==> src/rtl/ga_pkg.sv <==
// Shared constants and VSYNC state encoding for the Gate Array sync/interrupt unit.
package ga_pkg;

  localparam int unsigned GA_INT_LINES = 52;
  localparam int unsigned GA_R52_MSB   = 32;
  localparam int unsigned GA_HS_DELAY  = 2;
  localparam int unsigned GA_HS_MAX    = 4;
  localparam int unsigned GA_VS_DELAY  = 2;
  localparam int unsigned GA_VS_LINES  = 4;

  typedef enum logic [1:0] {
    VS_IDLE,
    VS_WAIT,
    VS_ACTIVE
  } vs_state_t;

endpackage

==> src/rtl/ga_sync_edge.sv <==
// Character-rate rise/fall detector for one CRTC sync line.
module ga_sync_edge (
  input  logic clk,
  input  logic rst_n,
  input  logic clken,
  input  logic sig,
  output logic rise,
  output logic fall
);

  logic sig_d;

  always_ff @(posedge clk or negedge rst_n) begin
    if (!rst_n) begin
      sig_d <= 1'b0;
    end else if (clken) begin
      sig_d <= sig;
    end
  end

  // Edges are only meaningful on the tick that samples them.
  assign rise = clken & sig & ~sig_d;
  assign fall = clken & ~sig & sig_d;

endmodule

==> src/rtl/ga_sync_int.sv <==
// Gate Array sync shaping (monitor HSYNC/VSYNC) and R52 line-counter interrupt.
module ga_sync_int
  import ga_pkg::*;
#(
  parameter int unsigned HS_DELAY  = GA_HS_DELAY,
  parameter int unsigned HS_MAX    = GA_HS_MAX,
  parameter int unsigned VS_DELAY  = GA_VS_DELAY,
  parameter int unsigned VS_LINES  = GA_VS_LINES,
  parameter int unsigned INT_LINES = GA_INT_LINES
) (
  input  logic       CLOCK,
  input  logic       nRESET,
  input  logic       CLKEN,
  input  logic       crtc_hsync,
  input  logic       crtc_vsync,
  input  logic       int_ack,
  input  logic       r52_clear,
  output logic       hsync_out,
  output logic       vsync_out,
  output logic       INT,
  output logic [5:0] r52
);

  localparam logic [2:0] HS_ON   = 3'(HS_DELAY);
  localparam logic [2:0] HS_OFF  = 3'(HS_DELAY + HS_MAX);
  localparam logic [2:0] VD_INIT = 3'(VS_DELAY);
  localparam logic [2:0] VL_INIT = 3'(VS_LINES);
  localparam logic [5:0] INT_TC  = 6'(INT_LINES);
  localparam logic [5:0] R52_MSB = 6'(GA_R52_MSB);

  logic       hs_rise, hs_fall;
  logic       vs_rise, vs_fall_unused;
  logic [2:0] hcnt;
  logic [2:0] vdly, vlen;
  vs_state_t  vs_state;
  logic       resync;
  logic [5:0] r52_inc, r52_next;
  logic       int_raise, int_next;

  ga_sync_edge u_hs_edge (
    .clk   (CLOCK),
    .rst_n (nRESET),
    .clken (CLKEN),
    .sig   (crtc_hsync),
    .rise  (hs_rise),
    .fall  (hs_fall)
  );

  ga_sync_edge u_vs_edge (
    .clk   (CLOCK),
    .rst_n (nRESET),
    .clken (CLKEN),
    .sig   (crtc_vsync),
    .rise  (vs_rise),
    .fall  (vs_fall_unused)
  );

  // HSYNC: delayed start, width capped; a low CRTC HSYNC always ends the pulse.
  always_ff @(posedge CLOCK or negedge nRESET) begin
    if (!nRESET) begin
      hcnt      <= '0;
      hsync_out <= 1'b0;
    end else if (CLKEN) begin
      if (!crtc_hsync) begin
        hcnt      <= '0;
        hsync_out <= 1'b0;
      end else if (hs_rise) begin
        hcnt <= 3'd1;
      end else begin
        if (hcnt != 3'd7) begin
          hcnt <= hcnt + 3'd1;
        end
        if (hcnt == HS_ON) begin
          hsync_out <= 1'b1;
        end else if (hcnt == HS_OFF) begin
          hsync_out <= 1'b0;
        end
      end
    end
  end

  // The hs_fall that empties the delay counter is the R52 resync point.
  assign resync = (vs_state == VS_WAIT) && hs_fall && (vdly <= 3'd1);

  always_ff @(posedge CLOCK or negedge nRESET) begin
    if (!nRESET) begin
      vs_state  <= VS_IDLE;
      vdly      <= '0;
      vlen      <= '0;
      vsync_out <= 1'b0;
    end else begin
      case (vs_state)
        VS_IDLE: begin
          if (vs_rise) begin
            vdly     <= VD_INIT;
            vs_state <= VS_WAIT;
          end
        end
        VS_WAIT: begin
          if (resync) begin
            vdly      <= '0;
            vlen      <= VL_INIT;
            vsync_out <= 1'b1;
            vs_state  <= VS_ACTIVE;
          end else if (hs_fall) begin
            vdly <= vdly - 3'd1;
          end
        end
        VS_ACTIVE: begin
          if (hs_fall) begin
            if (vlen <= 3'd1) begin
              vlen      <= '0;
              vsync_out <= 1'b0;
              vs_state  <= VS_IDLE;
            end else begin
              vlen <= vlen - 3'd1;
            end
          end
        end
        default: begin
          vs_state  <= VS_IDLE;
          vsync_out <= 1'b0;
        end
      endcase
    end
  end

  // Priority, lowest to highest: line count, resync, int_ack, r52_clear.
  // A raise in the same cycle as int_ack survives; the MSB clear hits the new count.
  always_comb begin
    r52_inc   = r52 + 6'd1;
    r52_next  = r52;
    int_raise = 1'b0;
    if (hs_fall) begin
      if (r52_inc == INT_TC) begin
        r52_next  = '0;
        int_raise = 1'b1;
      end else begin
        r52_next = r52_inc;
      end
      if (resync) begin
        r52_next = '0;
        if ((r52_inc & R52_MSB) != '0) begin
          int_raise = 1'b1;
        end
      end
    end
    if (int_ack) begin
      r52_next = r52_next & ~R52_MSB;
    end
    int_next = int_raise | (INT & ~int_ack);
    if (r52_clear) begin
      r52_next = '0;
      int_next = 1'b0;
    end
  end

  always_ff @(posedge CLOCK or negedge nRESET) begin
    if (!nRESET) begin
      r52 <= '0;
      INT <= 1'b0;
    end else begin
      r52 <= r52_next;
      INT <= int_next;
    end
  end

endmodule

==> config.mk <==
export PLATFORM = sky130hd
export DESIGN_NAME = ga_sync_int
export DESIGN_NICKNAME = d
export VERILOG_FILES = /design/src/rtl/ga_pkg.sv /design/src/rtl/ga_sync_edge.sv /design/src/rtl/ga_sync_int.sv
export SDC_FILE = /design/constraint.sdc
export NUM_CORES = 1
export LEC_CHECK = 0
export CAP_MARGIN = 20
export CORE_MARGIN = 2
export CORE_UTILIZATION = 36
export CTS_CLUSTER_SIZE = 40
export DETAILED_ROUTE_END_ITERATION = 6
export GPL_ROUTABILITY_DRIVEN = 0
export SYNTH_ARGS = -nofsm -noshare
export SYNTH_HDL_FRONTEND = slang
export SYNTH_HIERARCHICAL = 1
export SYNTH_SLANG_ARGS = --single-unit
==> constraint.sdc <==
create_clock -name CLOCK -period 1.7 [get_ports CLOCK]
set_input_delay 0.34 -clock CLOCK [delete_from_list [all_inputs] [get_ports CLOCK]]
set_output_delay 0.34 -clock CLOCK [all_outputs]
set_load 0.01 [all_outputs]
==> metrics.log <==
INFO  metric globalRouteTotalUtil = 14.6%
INFO  metric grt_pass1_wl = 4820 µm
INFO  metric route.detailed.wl_per_inst = 12.7 µm
INFO  metric grt_setup_unrepaired = false
INFO  metric postSynthNetCount = 153
INFO  metric globalRouteOverflowTotal = 0
INFO  metric power.switching = 0.000540 W
INFO  metric mappedNetlistArea = 1330 µm²
INFO  metric routed-via-count = 1136
INFO  metric hold_buffers_post_cts = 0
INFO  metric power.static_leakage = 0.808 nW
INFO  metric num_rows = 22
INFO  metric cts_inserted_buffers = 3
INFO  metric grt_pass1_vias = 1088
INFO  metric timing.fmax = 610 MHz
INFO  metric cts_buffer_depth = 2
INFO  metric largest_net_degree_at_the_start_of_global_routing = 23
INFO  metric dominant_delay_contributor_by_cell_family_on_the_critical_path = buffers and inverters
INFO  metric clkTransAtPathRegs = 0.08 ns
INFO  metric internal_power = 0.00110 W
INFO  metric clock_tree.root_cell = clkbuf_8
INFO  metric timing.max_cap.violations = 0
INFO  metric ratio_of_cells_with_drive_above_1_in_the_final_layout = 22.2%
INFO  metric outcome = completed
INFO  metric final_nets = 188
INFO  metric cp_max_stage_delay = 0.58 ns
INFO  metric die_h = 64.8 µm
INFO  metric worst_pin_slew = 0.328 ns
INFO  metric route.detailed.vias_per_inst = 5.19
INFO  metric peakVddDrop = 441 µV
INFO  metric synth.avg_cell_area = 9.64 µm²
INFO  metric final.period_utilization = 96.4%
INFO  metric timing.max_slew.rel_slack = 78.1%
INFO  metric grt_antenna_before_repair = 0
INFO  metric min_period = 1.64 ns
INFO  metric timing.hold.worst.class = in2async
INFO  metric power_per_cell_area = 942 nW/µm²
INFO  metric layout.cells.most_common_list = dfrtp_1 (21), buf_4 (18), clkdlybuf4s50_1 (14)
INFO  metric cp_data_required_time = 1.36 ns
INFO  metric port-buffer-count = 15
INFO  metric post-route-drc-count = 0
INFO  metric clk_latency_worst_skew_pair = 0.26 ns
INFO  metric cp_buf_inv_count = 1
INFO  metric initial_utilization = 36.9%
INFO  metric combPwrFrac = 37.4%
INFO  metric detailedRoute.firstIterationViolations = 48
INFO  metric finalWirelength = 2780 µm
INFO  metric core_area = 3610 µm²
INFO  metric synth_warn = 6
INFO  metric antenna_cells_inserted = 0
INFO  metric cp-end-kind = output port
INFO  metric detailed_place_hpwl = 2050 µm
INFO  metric dieArea = 4200 µm²
INFO  metric ioPinCount = 16
INFO  metric swShare = 32.9%
INFO  metric worst_hold_slack = 0.419 ns
INFO  metric critical_path.cell_chain = clkdlybuf4s50_1
INFO  metric finalSetupViolations = 0
INFO  metric startpoint_type = flop
INFO  metric fraction_of_the_core_area_covered_by_cells_at_the_end_of_the_flow = 48.2%
INFO  metric syn_inst = 138
INFO  metric postRouteAntennaNets = 0
INFO  metric htreeDepth = 1
INFO  metric timing.critical_path.arrival = 1.30 ns
INFO  metric setup.worst_path.class = reg2out
INFO  metric timing.clock.skew = 0.00317 ns
INFO  metric hold_viol = 0
INFO  metric seq_power_share = 42.6%
INFO  metric cts.sink_count = 22
INFO  metric drt_pass1_iterations = 4
INFO  metric cell_with_the_biggest_individual_delay_on_the_critical_path = clkdlybuf4s50_1
INFO  metric flow.area_growth_from_synthesis = 30.8%
INFO  metric critPathMaxFanout = 7
INFO  metric clock_power_share = 20.0%
INFO  metric mostFrequentLayoutCell = dfrtp_1
INFO  metric die_width = 64.8 µm
INFO  metric clock_tree_from_tritoncts = yes
INFO  metric final_max_tran_viols = 0
-- cell type report --
| class | instances | area [µm²] |
|---|---|---|
| fillers | 333 | 1870 |
| flip-flops and latches | 22 | 552 |
| inverters | 12 | 45.0 |
| well taps | 48 | 60.1 |
| clock buffers | 3 | 41.3 |
| repair buffers | 33 | 288 |
| multi-input cells | 101 | 753 |
-- power by group through the flow --
stage,clock (W),combinational (W),sequential [W]
finish,0.000328,0.000612,0.000698
global route,0.000363,0.000690,0.000714
CTS,0.000342,0.000546,0.000692
detailed placement,0,0.000546,0.000700
global placement,0,0.000523,0.000695
floorplan,0,0.000346,0.000696
-- final timing paths --
| kind | startpoint | endpoint | slack [ns] | cells past startpoint |
|---|---|---|---|---|
| hold reg to reg | INT | INT | 0.50 | 2 |
| hold / removal | nRESET | INT | 0.42 | 2 |
| setup reg to reg | vdly[1] | r52[4] | 0.08 | 6 |
| setup / recovery | r52[2] | r52[2] | 0.06 | 1 |
| max in group asynchronous | nRESET | r52[3] | 1.04 | 2 |
| min in group CLOCK | CLKEN | hcnt[0] | 0.48 | 3 |
-- routing by layer --
metal  part of all wire [%]  wire length (µm)  GRT usage [%]
met2                     45              1250           23.6
met1                     50              1400           19.3
met4                    1.7                46           5.59
met5                      0                 0              0
met3                    2.8                78           2.60
-- registers in the layout, summed over array words and instances, names as in the netlist --
name             flops
INT                  1
hcnt                 3
hsync_out            1
r52                  6
u_hs_edge/sig_d      1
u_vs_edge/sig_d      1
vdly                 3
vlen                 3
vs_state             2
vsync_out            1
-- through the flow --
stage | instance area, µm² | power, W | setup WS (ns) | cells | setup TNS (ns)
3_5_place_dp | 1640 | 0.00125 | -0.256 | 214 | -1.73
6_report | 1740 | 0.00164 | 0.0604 | 219 | 0
3_3_place_gp | 1640 | 0.00122 | -0.197 | 214 | -1.38
2_1_floorplan | 1330 | 0.00104 | 0.0647 | 138 | 0
4_1_cts | 1680 | 0.00158 | 0.0270 | 217 | 0
5_1_grt | 1740 | 0.00177 | 0.00137 | 219 | 0
-- repair_timing --
| action | CTS | global route |
|---|---|---|
| setup endpoints to repair | 0 | 4 |
| buffers inserted | 0 | 2 |
| resized for setup | 0 | 9 |
(Power assumes the default switching activity.)
